File: src/rtl/soc1_pio_pkg.sv
// soc1_pio_pkg: shared constants for the soc1 parallel-I/O slaves.
// Holds the word-address map of the input PIO, the EDGE_TYPE encodings
// and a helper sizing the debounce counter.
package soc1_pio_pkg;

  // Word addresses decoded by the input PIO.
  typedef enum logic [2:0] {
    ADDR_DATA    = 3'd0,
    ADDR_IRQMASK = 3'd2,
    ADDR_EDGECAP = 3'd3
  } pio_addr_e;

  // Edge selection for the capture register.
  localparam int EDGE_RISE = 0;
  localparam int EDGE_FALL = 1;
  localparam int EDGE_ANY  = 2;

  // Counter width for a debounce window of 'cycles'; never narrower than 1 bit.
  function automatic int cnt_width(input int cycles);
    return (cycles < 1) ? 1 : $clog2(cycles + 1);
  endfunction

endpackage

File: src/rtl/soc1_pio_debounce.sv
// soc1_pio_debounce: one-bit two-flop synchronizer followed by a debounce filter.
// Latency: 2 + DEBOUNCE_CYCLES clk cycles from din to dout.
// Backpressure: none; free-running sampler.
// Ports: clk, reset (async, active-high), din (asynchronous input), dout (debounced level).
module soc1_pio_debounce
  import soc1_pio_pkg::*;
#(
  parameter int   DEBOUNCE_CYCLES = 16,
  parameter logic IDLE_LEVEL      = 1'b1
) (
  input  logic clk,
  input  logic reset,
  input  logic din,
  output logic dout
);

  localparam int CW = cnt_width(DEBOUNCE_CYCLES);

  logic sync0;
  logic sync1;
  logic stable;

  always_ff @(posedge clk or posedge reset) begin
    if (reset) begin
      sync0 <= IDLE_LEVEL;
      sync1 <= IDLE_LEVEL;
    end else begin
      sync0 <= din;
      sync1 <= sync0;
    end
  end

  generate
    if (DEBOUNCE_CYCLES == 0) begin : g_bypass
      always_ff @(posedge clk or posedge reset) begin
        if (reset) stable <= IDLE_LEVEL;
        else       stable <= sync1;
      end
    end else begin : g_count
      localparam logic [CW-1:0] LAST = CW'(DEBOUNCE_CYCLES - 1);
      logic [CW-1:0] cnt;

      // cnt counts consecutive cycles in which sync1 disagrees with stable;
      // any agreeing cycle restarts it, so short glitches never get through.
      always_ff @(posedge clk or posedge reset) begin
        if (reset) begin
          stable <= IDLE_LEVEL;
          cnt    <= '0;
        end else if (sync1 == stable) begin
          cnt <= '0;
        end else if (cnt == LAST) begin
          stable <= sync1;
          cnt    <= '0;
        end else begin
          cnt <= cnt + CW'(1);
        end
      end
    end
  endgenerate

  assign dout = stable;

endmodule

File: src/rtl/soc1_pio_in_edge.sv
// soc1_pio_in_edge: Avalon-MM input PIO with debounce, sticky edge capture and maskable irq.
// Latency: in_port to data 2+DEBOUNCE_CYCLES cycles, to edge_capture +1, to irq +2; reads zero-latency.
// Backpressure: none; slave always ready, reads are combinational and side-effect free.
// Ports: clk, reset (async, active-high); address/chipselect/write_n/writedata/readdata slave bus;
//        in_port (asynchronous inputs); irq (registered level interrupt).
module soc1_pio_in_edge
  import soc1_pio_pkg::*;
#(
  parameter int   WIDTH           = 4,
  parameter int   EDGE_TYPE       = EDGE_FALL,
  parameter int   DEBOUNCE_CYCLES = 16,
  parameter logic IDLE_LEVEL      = 1'b1
) (
  input  logic             clk,
  input  logic             reset,
  input  logic [2:0]       address,
  input  logic             chipselect,
  input  logic             write_n,
  input  logic [31:0]      writedata,
  output logic [31:0]      readdata,
  input  logic [WIDTH-1:0] in_port,
  output logic             irq
);

  logic [WIDTH-1:0] stable;
  logic [WIDTH-1:0] prev;
  logic [WIDTH-1:0] rise;
  logic [WIDTH-1:0] fall;
  logic [WIDTH-1:0] edge_event;
  logic [WIDTH-1:0] edge_capture;
  logic [WIDTH-1:0] irq_mask;
  logic [WIDTH-1:0] clr;
  logic             wr;
  logic             unused_wdata;

  genvar gi;
  generate
    for (gi = 0; gi < WIDTH; gi++) begin : g_bit
      soc1_pio_debounce #(
        .DEBOUNCE_CYCLES(DEBOUNCE_CYCLES),
        .IDLE_LEVEL     (IDLE_LEVEL)
      ) u_debounce (
        .clk  (clk),
        .reset(reset),
        .din  (in_port[gi]),
        .dout (stable[gi])
      );
    end
  endgenerate

  // prev resets to 0 while stable resets to IDLE_LEVEL, so with active-low
  // keys the first post-reset cycle looks like a rising edge; falling-edge
  // capture (the default) is unaffected.
  always_ff @(posedge clk or posedge reset) begin
    if (reset) prev <= '0;
    else       prev <= stable;
  end

  assign rise = stable & ~prev;
  assign fall = ~stable & prev;

  always_comb begin
    edge_event = fall;
    if (EDGE_TYPE == EDGE_RISE)     edge_event = rise;
    else if (EDGE_TYPE == EDGE_ANY) edge_event = rise | fall;
  end

  assign wr  = chipselect & ~write_n;
  assign clr = (wr && (address == ADDR_EDGECAP)) ? writedata[WIDTH-1:0] : '0;

  // A new edge is ORed in after the clear, so a coincident set wins.
  always_ff @(posedge clk or posedge reset) begin
    if (reset) begin
      irq_mask     <= '0;
      edge_capture <= '0;
      irq          <= 1'b0;
    end else begin
      if (wr && (address == ADDR_IRQMASK)) irq_mask <= writedata[WIDTH-1:0];
      edge_capture <= (edge_capture & ~clr) | edge_event;
      irq          <= |(edge_capture & irq_mask);
    end
  end

  // Decode ignores chipselect: unmapped addresses always read 0.
  always_comb begin
    readdata = '0;
    case (address)
      ADDR_DATA:    readdata[WIDTH-1:0] = stable;
      ADDR_IRQMASK: readdata[WIDTH-1:0] = irq_mask;
      ADDR_EDGECAP: readdata[WIDTH-1:0] = edge_capture;
      default:      readdata = '0;
    endcase
  end

  // Bits of writedata above WIDTH carry no state.
  assign unused_wdata = ^writedata;

endmodule
File: config.mk
export PLATFORM = sky130hd
export DESIGN_NAME = soc1_pio_in_edge
export DESIGN_NICKNAME = d
export VERILOG_FILES = /design/src/rtl/soc1_pio_pkg.sv /design/src/rtl/soc1_pio_debounce.sv /design/src/rtl/soc1_pio_in_edge.sv
export SDC_FILE = /design/constraint.sdc
export NUM_CORES = 1
export LEC_CHECK = 0
export BUFFER_PORTS_ARGS = -buffer_cell sky130_fd_sc_hd__clkbuf_2
export CORE_MARGIN = 8
export CORE_UTILIZATION = 52
export DETAILED_ROUTE_END_ITERATION = 10
export PLACE_DENSITY = 0.92
export SYNTH_ARGS = -nofsm -noshare
export SYNTH_HDL_FRONTEND = slang
export SYNTH_SLANG_ARGS = --single-unit
File: constraint.sdc
create_clock -name clk -period 2.03 [get_ports clk]
set_clock_uncertainty 0.05 [all_clocks]
set_input_delay 0.1015 -clock clk [delete_from_list [all_inputs] [get_ports clk]]
set_output_delay 0.1015 -clock clk [all_outputs]
set_load 0.02 [all_outputs]
Yosys cells after proc, flatten, opt, wreduce, memory -nomap -nowiden --
Cells that the tools add are included.
Operators by class: $add $sub $neg 4, $mul 0, div/mod/pow operators 0, $lt $le $gt $ge 0, eq/ne operators 10, shift-type cells 0, muxes and demuxes 10, bitwise logic cells 12, reductions and logical operators 8
Operator list (count):
- $mux W5 | 8
- $add A5 B1 Y5 const B | 4
- $eq A5 B4 Y1 const B | 4
- $and A4 B4 Y4 | 3
- $pmux W4 S3 | 1
- $not A4 Y4 | 2
- $reduce_and A2 Y1 | 4
- $eq A3 B2 Y1 const B | 2
- $not A1 Y1 | 5
- $eq A1 B1 Y1 | 4
- $mux W4 | 1
- $or A4 B4 Y4 | 1
- $reduce_or A4 Y1 | 1
- $logic_not A3 Y1 | 1
- $logic_and A1 B1 Y1 | 2
- $and A1 B1 Y1 | 1
Word-level totals: bits in registers 45, bits in latches 0, memory bits (writable) 0, bits in read-only memories 0, input bits 43, word-level logic and storage cells 64, memories 0

Depth between registers and ports, before layout --
Gate-level depths: netlist (run 1).
depth after elaboration 7, gate-level depth with buffers 4

Cells and area by module --
Synthesis (run 1) repeated with hierarchy kept, for this count alone.
Unflattened totals: cells, all modules 182, area total of the unflattened synthesis 2112.0 sq um
Modules (own cells, without submodules):
- soc1_pio_debounce | instances 4, cells an instance 24, area an instance 319.1 sq um
- soc1_pio_in_edge | instances 1, cells an instance 86, area an instance 835.8 sq um

Worst setup path before layout (run 1) --
OpenSTA, ideal clock, no wires.
path kind register to output, start register g_bit[1].u_debounce.stable, end output readdata[1], arrival 1.041 ns, required time 1.879 ns, setup slack 0.837 ns, cell stages (with the launch flop) 4, buffers on the path 0, cells stage by stage dfstp_2 -> mux2i_1 -> o21a_1 -> nor2_1
On the way: cells in the longest elaborated chain, start to end 1
RTL lines:
- from (decl) | line soc1_pio_debounce.sv:21 | logic stable;
- from (signal assigned) | line soc1_pio_debounce.sv:52 | stable <= sync1;
- $pmux W4 S3 | line soc1_pio_in_edge.sv:87 | case (address)
- to (decl) | line soc1_pio_in_edge.sv:20 | output logic [31:0] readdata,
Every way passes these cells.

Worst setup path in the final report (run 1) --
Same ends and word-level chain as after synthesis.

==> flow_metrics.env, run 1 <==
export IMPL_use_met1_pct=11.41
export IMPL_diodes=0
export IMPL_seq_area_um2=1141
export IMPL_drc_errors=0
export IMPL_wl_per_cell_um=13.04
export IMPL_overflow=0
export IMPL_place_ws_ns=0.7245
export IMPL_cts_clk_slew_worst_paths_ns=0.08
export IMPL_startpoint_type="flip-flop"
export IMPL_final_common_cell="dfrtp_1"
export IMPL_slew_violations=0
export IMPL_fin_crit_ns=1.554
export IMPL_p_switching_mw=0.4910
export IMPL_dieArea_um2=6179
export IMPL_min_path_type="primary input to flip-flop"
export IMPL_yosysWarnings=0
export IMPL_min_period_over_period_pct=76.57
export IMPL_start_util_pct=54.85
export IMPL_drive_above_1_share_pct=23.92
export IMPL_maxCapViolations=0
export IMPL_met2_usage_pct=20.05
export IMPL_finalSetupViolCount=0
export IMPL_pwr_share_seq_pct=50.0
export IMPL_cts_htree_levels=2
export IMPL_combPwrFrac_pct=12.1
export IMPL_ys_ff_latch=45
export IMPL_fillers=304
export IMPL_path_cells="mux2i_1 > o21a_1 > nor2_1 > clkbuf_2"
export IMPL_postRouteAntennaNets=0
export IMPL_worstPathArrival_ns=1.40
export IMPL_power_leakage_nw=1.158
export IMPL_drt_pass1_iter_count=4
export IMPL_vdd_ir_drop_max_mv=0.7040
export IMPL_stdcell_count=257
export IMPL_place_congestion=0.7369
export IMPL_cts_tree="done"
export IMPL_antenna_found_initial=0
export IMPL_viasPerCell=4.681
export IMPL_cp_max_fo=5
export IMPL_wirelength_mm=3.352
export IMPL_top_usage_layer="met2"
export IMPL_nets=255
export IMPL_critPathKind="flip-flop to primary output"
export IMPL_p_per_area_nw_per_um2=901.8
export IMPL_dieWidth_um=78.61
export IMPL_worstSetupEndpointType="primary output"
export IMPL_final_cell_area_um2=2270
export IMPL_die_h_um=78.61
export IMPL_dp_cells=243
export IMPL_hold_slack_ns=0.02045
export IMPL_clock_path_buffers=2
export IMPL_cp_required_ns=1.88
export IMPL_crit_family="flip-flops"
export IMPL_cts_sinks=45
export IMPL_grt_usage_pct=11.26
export IMPL_p_int_mw=1.556
export IMPL_place_area_um2=2076
export IMPL_hpwl_mm=2.451
export IMPL_io_pin_count=76
export IMPL_slowest_stage="dfstp_2"
export IMPL_ys_seq_area_share_pct=55.99
export IMPL_grt_pass1_vias=1275
export IMPL_rsz0062_at_grt="no"
export IMPL_num_rows=22
export IMPL_outcome="completed"
export IMPL_setup_tns_final_ns=0
export IMPL_ys_types=21
export IMPL_clkPwrFrac_pct=37.9
export IMPL_portBuffers=19
export IMPL_cts_buffers_inserted=5
export IMPL_crit_path_max_incr_delay_ns=0.58
export IMPL_core_area_um2=3716
export IMPL_syn_to_final_growth_pct=11.36
export IMPL_cts_root_buf="clkbuf_8"
export IMPL_postCtsSetupBuffers=0
export IMPL_crit_buf_inv=1
export IMPL_grt_max_degree=46
export IMPL_grtUsageMet3_pct=4.556
export IMPL_worst_slack_ns=0.4757
export IMPL_final_cell_mix="dfrtp_1 (33), conb_1 (28), nor2_1 (20)"
export IMPL_multi_input_area_um2=738.2
export IMPL_switching_share_pct=23.99
export IMPL_drt_iter0_markers=60
export IMPL_avgSynthCellArea_um2=11.45
export IMPL_worst_slew_pin_transition_ns=0.5300
export IMPL_hold_viol=0
export IMPL_vias=1203
export IMPL_synthesis_area_um2=2038
export IMPL_syn_instance_count=178
export IMPL_relSlewSlack_pct=64.67
export IMPL_fmax_ghz=0.6434
export IMPL_grt_pass1_wl_mm=5.616
export IMPL_clock_latency_ns=0.29
[path summary, 6_finish.rpt]
path | to | slack (ns) | cells past startpoint | start
max | readdata[1] | 0.48 | 4 | g_bit[1].u_debounce.dout$_DFFE_PP1P_
min | irq_mask[2]$_DFFE_PP0P_ | 0.02 | 2 | writedata[2]
max reg2reg | g_bit[2].u_debounce.dout$_DFFE_PP1P_ | 0.74 | 4 | g_bit[2].u_debounce.g_count.cnt[0]$_DFF_PP0_
min reg2reg | g_bit[1].u_debounce.sync1$_DFF_PP1_ | 0.31 | 0 | g_bit[1].u_debounce.sync0$_DFF_PP1_
max in group asynchronous | g_bit[3].u_debounce.sync1$_DFF_PP1_ | 1.15 | 4 | reset
min in group asynchronous | g_bit[2].u_debounce.g_count.cnt[2]$_DFF_PP0_ | 0.41 | 4 | reset
[final cells by class]
cell class,count,area share [%]
clock buffer,5,3.032
clock inverter,3,2.867
inverter,9,1.488
multi-input combinational,121,32.52
sequential,45,50.28
tap,48,2.646
timing repair buffer,26,7.166
[kinds of logic (layout without fill, tap and decap cells)]
| group | after synthesis | count (layout) | synth area share (%) |
|---|---|---|---|
| AOI/OAI and AO/OA | 18 | 18 | 5.156 |
| xor gates and xnor gates | 12 | 12 | 5.156 |
| adders and majority gates | 4 | 4 | 2.456 |
| buffers and inverters | 39 | 43 | 12.77 |
| DFF | 45 | 45 | 55.99 |
| muxes | 12 | 12 | 6.385 |
| other | 1 | 28 | 0.1840 |
| and+or+nand+nor | 47 | 47 | 11.91 |
[sequential cells by signal, indices dropped and copies added (netlist names)]
signal                        flops
irq                               1
g_bit.u_debounce.g_count.cnt     20
g_bit.u_debounce.dout             4
g_bit.u_debounce.sync1            4
irq_mask                          4
prev                              4
g_bit.u_debounce.sync0            4
edge_capture                      4
[synth_stat cells]
cell type	instances	share of area [%]
dfrtp_1	33	41
buf_4	28	10
nor2_1	20	3.7
dfstp_2	12	15
nand3_1	12	2.9
o21ai_0	12	2.9
xor2_1	12	5.2
inv_1	9	1.7
mux2_2	8	4.4
nand2_1	5	0.92
and2_1	4	1.2
and3_1	4	1.2
ha_1	4	2.5
mux2i_1	4	2.0
o21a_1	4	1.5
a22oi_1	2	0.74
buf_2	1	0.25
buf_6	1	0.55
conb_1	1	0.18
nand4bb_4	1	1.4
nor2_4	1	0.55
[repair_timing]
| item | CTS | global route |
|---|---|---|
| endpoints found under the hold margin | 37 | 1 |
| gates resized for setup | 0 | 0 |
| hold buffers | 5 | 1 |
[per-stage QoR]
| stage | util, % | power, mW |
|---|---|---|
| 3_3_place_gp | 55.86 | 1.264 |
| 2_1_floorplan | - | 1.252 |
| 6_report | 61.08 | 2.047 |
| 3_5_place_dp | 55.86 | 1.277 |
| 5_1_grt | 61.08 | 2.138 |
| 4_1_cts | 60.81 | 2.072 |
[per-layer routing]
metal  wire length, µm  part of all wire, %  vias up
met5                 0                    0        -
met4                42                  1.3        0
met3               243                  7.2        4
met2              1740                   52       26
met1              1325                   40      589
li1                  -                    -      584
[power groups by stage]
| stage | logic, mW | clock network (mW) | registers, mW |
|---|---|---|---|
| 2_1_floorplan | 0.215 | 0 | 1.04 |
| 3_3_place_gp | 0.229 | 0 | 1.04 |
| 3_5_place_dp | 0.237 | 0 | 1.04 |
| 4_1_cts | 0.247 | 0.800 | 1.02 |
| 5_1_grt | 0.278 | 0.828 | 1.03 |
| 6_report | 0.247 | 0.777 | 1.02 |
No activity file was read; power rests on OpenSTA's default activity.
==> inputs of run 2 (changes only) <==
--- a/config.mk
+++ b/config.mk
@@ -5,11 +5,12 @@
 export SDC_FILE = /design/constraint.sdc
 export NUM_CORES = 1
 export LEC_CHECK = 0
+export ABC_AREA = 1
 export BUFFER_PORTS_ARGS = -buffer_cell sky130_fd_sc_hd__clkbuf_2
 export CORE_MARGIN = 8
-export CORE_UTILIZATION = 52
+export CORE_UTILIZATION = 44
 export DETAILED_ROUTE_END_ITERATION = 10
-export PLACE_DENSITY = 0.92
+export PLACE_DENSITY = 0.83
 export SYNTH_ARGS = -nofsm -noshare
 export SYNTH_HDL_FRONTEND = slang
 export SYNTH_SLANG_ARGS = --single-unit
==> constraint.sdc (replaced) <==
create_clock -name clk -period 1.3 [get_ports clk]
set_clock_uncertainty 0.05 [all_clocks]
set_input_delay 0.065 -clock clk [delete_from_list [all_inputs] [get_ports clk]]
set_output_delay 0.065 -clock clk [all_outputs]
set_load 0.02 [all_outputs]
==> run 2 against run 1 <==
  * Critical path depth is 1 lower
  * Setup slack worse by 0.40 ns
  * Hold slack better by 0.017 ns
  * Routed wire length is 9.8% higher
  * Core utilization is 7.3 points lower
  * Sequential power is 57% higher
  * Die area is 19% higher
  * Via count is 26% higher
  * Clock power is 58% higher
  * Combinational power is 60% higher
  * Final cell count is 28% higher
  * First-iteration DRC count is 50% higher
  * Largest cell class unchanged
==> flow_metrics.env, run 2 <==
export IMPL_viasPerCell=4.591
export IMPL_place_congestion=0.7478
export IMPL_start_util_pct=45.52
export IMPL_final_cell_area_um2=2525
export IMPL_fmax_ghz=0.8157
export IMPL_power_leakage_nw=1.273
export IMPL_dieArea_um2=7339
export IMPL_crit_family="flip-flops"
export IMPL_fin_crit_ns=1.226
export IMPL_maxCapViolations=0
export IMPL_largest_reg_flops=20
export IMPL_reg2reg_depth=6
export IMPL_dieWidth_um=85.67
export IMPL_crit_path_max_incr_delay_ns=0.53
export IMPL_synth_async_reset_ratio_pct=100.0
export IMPL_drive_above_1_share_pct=24.28
export IMPL_cts_tree="done"
export IMPL_syn_to_final_growth_pct=18.22
export IMPL_antenna_found_initial=0
export IMPL_vias=1515
export IMPL_startpoint_type="flip-flop"
export IMPL_drt_pass1_iter_count=5
export IMPL_avgSynthCellArea_um2=9.167
export IMPL_rsz0062_at_grt="yes"
export IMPL_cts_clk_slew_worst_paths_ns=0.08
export IMPL_overflow=0
export IMPL_outcome="completed"
export IMPL_setup_worst_path_start="g_bit[0].u_debounce.dout$_DFFE_PP1P_"
export IMPL_portBuffers=19
export IMPL_seq_area_um2=1141
export IMPL_grt_usage_pct=10.32
export IMPL_ys_ff_latch=45
export IMPL_min_from="write_n"
export IMPL_synth_edff_count=0
export IMPL_drt_iter0_markers=90
export IMPL_hold_viol=0
export IMPL_fin_util_pct=53.81
export IMPL_syn_instance_count=233
export IMPL_hold_path_depth=4
export IMPL_top_register="g_bit.u_debounce.g_count.cnt"
export IMPL_critPathKind="flip-flop to primary output"
export IMPL_synth_common_cells="nand2_1 (64), dfrtp_1 (33), buf_4 (28), nand3_1 (24), inv_1 (18)"
export IMPL_postRouteAntennaNets=0
export IMPL_timing_rr_start="g_bit[1].u_debounce.g_count.cnt[0]$_DFF_PP0_"
export IMPL_finalSetupViolCount=0
export IMPL_worstPathArrival_ns=1.11
export IMPL_grt_max_degree=46
export IMPL_ys_types=20
export IMPL_min_period_over_period_pct=94.30
export IMPL_ys_seq_area_share_pct=53.43
export IMPL_crit_buf_inv=1
export IMPL_dp_cells=305
export IMPL_cts_htree_levels=2
export IMPL_cts_sinks=45
export IMPL_num_rows=25
export IMPL_wirelength_mm=3.681
export IMPL_grt_pass1_wl_mm=6.106
export IMPL_vdd_ir_drop_max_mv=0.5596
export IMPL_p_per_area_nw_per_um2=1275
export IMPL_synthesis_area_um2=2136
export IMPL_cp_num_cells=3
export IMPL_worstSetupEndpointType="primary output"
export IMPL_yosysWarnings=0
export IMPL_cp_max_fo=2
export IMPL_netlist_area_leader_share_pct=38.66
export IMPL_die_h_um=85.67
export IMPL_wl_per_cell_um=11.15
export IMPL_clock_path_buffers=2
export IMPL_ys_flop_type="dfrtp_1"
export IMPL_path_cells="nand2_1 > nand3_1 > buf_4"
export IMPL_nets=322
export IMPL_r2r_slack_ns=0.10
export IMPL_io_pin_count=76
export IMPL_synth_most_common_cell="nand2_1"
export IMPL_drc_errors=0
export IMPL_core_area_um2=4692
export IMPL_ys_top_cells_by_area="dfrtp_1 (39%), dfstp_2 (15%), nand2_1 (11%)"
export IMPL_final_cell_mix="nand2_1 (60), dfrtp_1 (33), conb_1 (28)"
export IMPL_place_area_um2=2198
export IMPL_min_path_type="primary input to flip-flop"
export IMPL_cp_required_ns=1.19
export IMPL_p_total_mw=3.220
export IMPL_cts_root_buf="clkbuf_8"
export IMPL_cts_buffers_inserted=5
export IMPL_diodes=0
export IMPL_multi_input_area_um2=839.6
export IMPL_reg2reg_to="g_bit[1].u_debounce.g_count.cnt[0]$_DFF_PP0_"
export IMPL_hpwl_mm=2.651
export IMPL_synth_area_leader_cell="dfrtp_1"
export IMPL_final_common_cell="nand2_1"
export IMPL_slowest_stage="dfstp_2"
export IMPL_stdcell_count=330
export IMPL_grt_pass1_vias=1414
export IMPL_fillers=429
export IMPL_hold_end="irq_mask[2]$_DFFE_PP0P_"
export IMPL_clock_latency_ns=0.30
export IMPL_slew_violations=0
-- run 2: changes by cell type after synthesis, moves of 5 or more --
cell | before | now
inv_1 | 9 | 18
nor3_1 | 0 | 8
nand2_1 | 5 | 64
nand3_1 | 12 | 24
nand4_1 | 0 | 5
xor2_1 | 12 | 4
o21ai_0 | 12 | 0
mux2_2 | 8 | 0
-- run 2: worst max path at each step --
stage	endpoint	slack [ns]
finish	readdata[0]	0.07
detailed placement	g_bit[3].u_debounce.g_count.cnt[0]$_DFF_PP0_	0.07
CTS	readdata[2]	0.01
floorplan	edge_capture[0]$_DFF_PP0_	0.15
global placement	g_bit[3].u_debounce.g_count.cnt[0]$_DFF_PP0_	0.09
global route	g_bit[3].u_debounce.g_count.cnt[0]$_DFF_PP0_	-0.008
-- run 2: cell type report --
| type | instances | share of cell area, % |
|---|---|---|
| flip-flops and latches | 45 | 45.19 |
| clock buffers | 5 | 2.725 |
| inverters | 18 | 2.676 |
| repair buffers | 37 | 10.90 |
| well taps | 54 | 2.676 |
| multi-input cells | 168 | 33.25 |
| clock inverters | 3 | 2.577 |
-- run 2: worst min-delay path, delay by kind of cell --
kind	cells	cell delay [ns]
buffers and inverters	1	0.10
AND/OR/NAND/NOR	3	0.19
-- run 2: what timing repair did --
action / 4_1_cts / 5_1_grt
pin swaps: 0 / 3
hold endpoints to repair: 53 / 0
endpoints found under the setup margin: 4 / 12
resized for setup: 0 / 18
setup buffers: 4 / 4
hold buffers: 9 / 0
-- run 2: cell families (layout without fill, tap and decap cells) --
group                      Yosys count  in the layout  synth area share [%]
adders and majority gates            4              4                 2.343
and+or+nand+nor                    128            128                 27.24
DFF                                 45             45                 53.43
buffers and inverters               47             63                 13.53
xor gates and xnor gates             8              8                 3.280
other                                1             28                0.1756
-- run 2: per-layer routing --
metal	GRT usage [%]	share of wire (%)
met1	12.00	43
met2	16.78	48
met3	4.202	8.0
met4	3.503	0.73
met5	0	0
-- run 2: through the flow --
stage	worst slack [ns]	TNS, ns	hold WS [ns]
floorplan	0.1454	0	0.01948
global placement	0.09459	0	0.04600
detailed placement	0.06562	0	0.05121
CTS	0.01199	0	0.02931
global route	-0.007985	-0.007985	0.04020
finish	0.07404	0	0.03701
-- run 2: report_power, final --
group          total (mW)  internal (mW)  leakage (nW)  switching, mW
clock network        1.23          0.763        0.0681          0.462
registers            1.60           1.52         0.560         0.0830
logic               0.394          0.143         0.645          0.251
==> inputs of run 3 (changes only) <==
--- a/config.mk
+++ b/config.mk
@@ -7,7 +7,7 @@
 export LEC_CHECK = 0
 export ABC_AREA = 1
 export BUFFER_PORTS_ARGS = -buffer_cell sky130_fd_sc_hd__clkbuf_2
-export CORE_MARGIN = 8
+export CORE_MARGIN = 4
 export CORE_UTILIZATION = 44
 export DETAILED_ROUTE_END_ITERATION = 10
 export PLACE_DENSITY = 0.83
==> run 3 against run 2 <==
  * Sequential cell count stayed put
  * Clock power shrank 34%
  * Via count is 2.5% higher
  * Sequential power about the same
  * Critical endpoint is now readdata[1]
  * Hold slack improved by 0.0020 ns
  * Power down 13%
  * Final area down 2.5%
  * Combinational power down 3%
  * Largest cell class unchanged
==> flow_metrics.env, run 3 (synthesized netlist as in run 2, its figures left out) <==
export IMPL_outcome="completed"
export IMPL_viasPerCell=4.554
export IMPL_num_rows=25
export IMPL_wl_per_cell_um=10.67
export IMPL_cp_max_fo=2
export IMPL_drive_above_1_share_pct=22.99
export IMPL_path_cells="nand2_1 > nand3_1 > buf_2"
export IMPL_slew_violations=0
export IMPL_antenna_found_initial=0
export IMPL_worstSetupEndpointType="primary output"
export IMPL_overflow=0
export IMPL_power_leakage_nw=1.230
export IMPL_r2r_slack_ns=0.10
export IMPL_finalSetupViolCount=0
export IMPL_p_total_mw=2.801
export IMPL_worstPathArrival_ns=1.14
export IMPL_cts_sinks=45
export IMPL_cts_htree_levels=2
export IMPL_crit_path_max_incr_delay_ns=0.53
export IMPL_drt_pass1_iter_count=4
export IMPL_final_cell_mix="nand2_1 (59), dfrtp_1 (33), conb_1 (28)"
export IMPL_slowest_stage="dfstp_2"
export IMPL_fin_util_pct=52.13
export IMPL_portBuffers=19
export IMPL_vias=1553
export IMPL_cp_required_ns=1.19
export IMPL_cts_root_buf="clkbuf_8"
export IMPL_largest_reg_flops=20
export IMPL_fmax_ghz=0.7994
export IMPL_hold_path_depth=4
export IMPL_io_pin_count=76
export IMPL_dieArea_um2=6033
export IMPL_grt_max_degree=46
export IMPL_crit_buf_inv=1
export IMPL_startpoint_type="flip-flop"
export IMPL_p_per_area_nw_per_um2=1138
export IMPL_hold_viol=0
export IMPL_cts_tree="done"
export IMPL_core_area_um2=4723
export IMPL_clock_path_buffers=2
export IMPL_maxCapViolations=0
export IMPL_cts_buffers_inserted=5
export IMPL_min_path_type="primary input to flip-flop"
export IMPL_hpwl_mm=2.570
export IMPL_start_util_pct=45.22
export IMPL_grt_usage_pct=13.09
export IMPL_wirelength_mm=3.640
export IMPL_grt_pass1_wl_mm=6.313
export IMPL_cts_clk_slew_worst_paths_ns=0.08
export IMPL_postRouteAntennaNets=0
export IMPL_die_h_um=77.67
export IMPL_fin_crit_ns=1.251
export IMPL_diodes=0
export IMPL_syn_to_final_growth_pct=15.29
export IMPL_hold_slack_ns=0.03900
export IMPL_place_area_um2=2215
export IMPL_drc_errors=0
export IMPL_clock_latency_ns=0.29
export IMPL_place_congestion=0.7360
export IMPL_nets=320
export IMPL_final_common_cell="nand2_1"
export IMPL_min_period_over_period_pct=96.22
export IMPL_dieWidth_um=77.67
export IMPL_crit_family="flip-flops"
export IMPL_reg2reg_depth=6
export IMPL_cp_num_cells=3
export IMPL_critPathKind="flip-flop to primary output"
export IMPL_drt_iter0_markers=116
export IMPL_vdd_ir_drop_max_mv=0.4976
export IMPL_top_register="g_bit.u_debounce.g_count.cnt"
export IMPL_final_cell_area_um2=2462
export IMPL_grt_pass1_vias=1470
## run 3: cell count changes in the layout (fill, tap and decap cells not counted), sizes merged
cell    delta
buf        -3
bufinv     -2
clkbuf     +2
inv        +1
## run 3: routing by layer
layer	global-route usage, %	routed length (µm)
met1	15.62	1492
met2	22.17	1864
met3	3.596	219
met4	5.338	64
met5	0	0
## run 3: final timing paths
| path | end | startpoint |
|---|---|---|
| worst max-delay path | readdata[1] | g_bit[1].u_debounce.dout$_DFFE_PP1P_ |
| worst min-delay path | irq_mask[2]$_DFFE_PP0P_ | write_n |
| worst max register to register | g_bit[3].u_debounce.g_count.cnt[0]$_DFF_PP0_ | g_bit[3].u_debounce.g_count.cnt[0]$_DFF_PP0_ |
| worst min register to register | g_bit[3].u_debounce.sync1$_DFF_PP1_ | g_bit[3].u_debounce.sync0$_DFF_PP1_ |
| max in group asynchronous | g_bit[0].u_debounce.sync0$_DFF_PP1_ | reset |
| min in group asynchronous | prev[2]$_DFF_PP0_ | reset |
## run 3: what timing repair did
action | in CTS | in global routing
buffers inserted | 4 | 2
hold buffers | 9 | 0
gates cloned | 0 | 0
endpoints found under the setup margin | 4 | 10
hold endpoints to repair | 55 | 0
gates resized for setup | 0 | 13
pin swaps | 0 | 4
## run 3: final cells by class
cell class | count | area [µm²]
inverters | 18 | 67.56
flip-flops and latches | 45 | 1141
clock buffers | 6 | 72.57
fillers | 431 | 2261
repair buffers | 35 | 250.2
clock inverters | 2 | 10.01
multi-input cells | 168 | 837.1
well taps | 67 | 83.83
## run 3: worst min-delay path: cells and delay by family
family / cells / cell delay (ns)
AND/OR/NAND/NOR: 3 / 0.18
buffers and inverters: 1 / 0.10
## run 3: metrics by stage
stage,setup TNS (ns),setup WS [ns],cells
2_1_floorplan,0,0.1454,260
3_3_place_gp,0,0.08780,318
3_5_place_dp,0,0.05457,318
4_1_cts,0,0.01701,339
5_1_grt,-0.02417,-0.01272,341
6_report,0,0.04911,341
## run 3: where the power goes
group	switching [mW]	internal, mW	leakage [nW]
combinational	0.249	0.134	0.625
clock	0.443	0.372	0.0450
sequential	0.0858	1.52	0.560
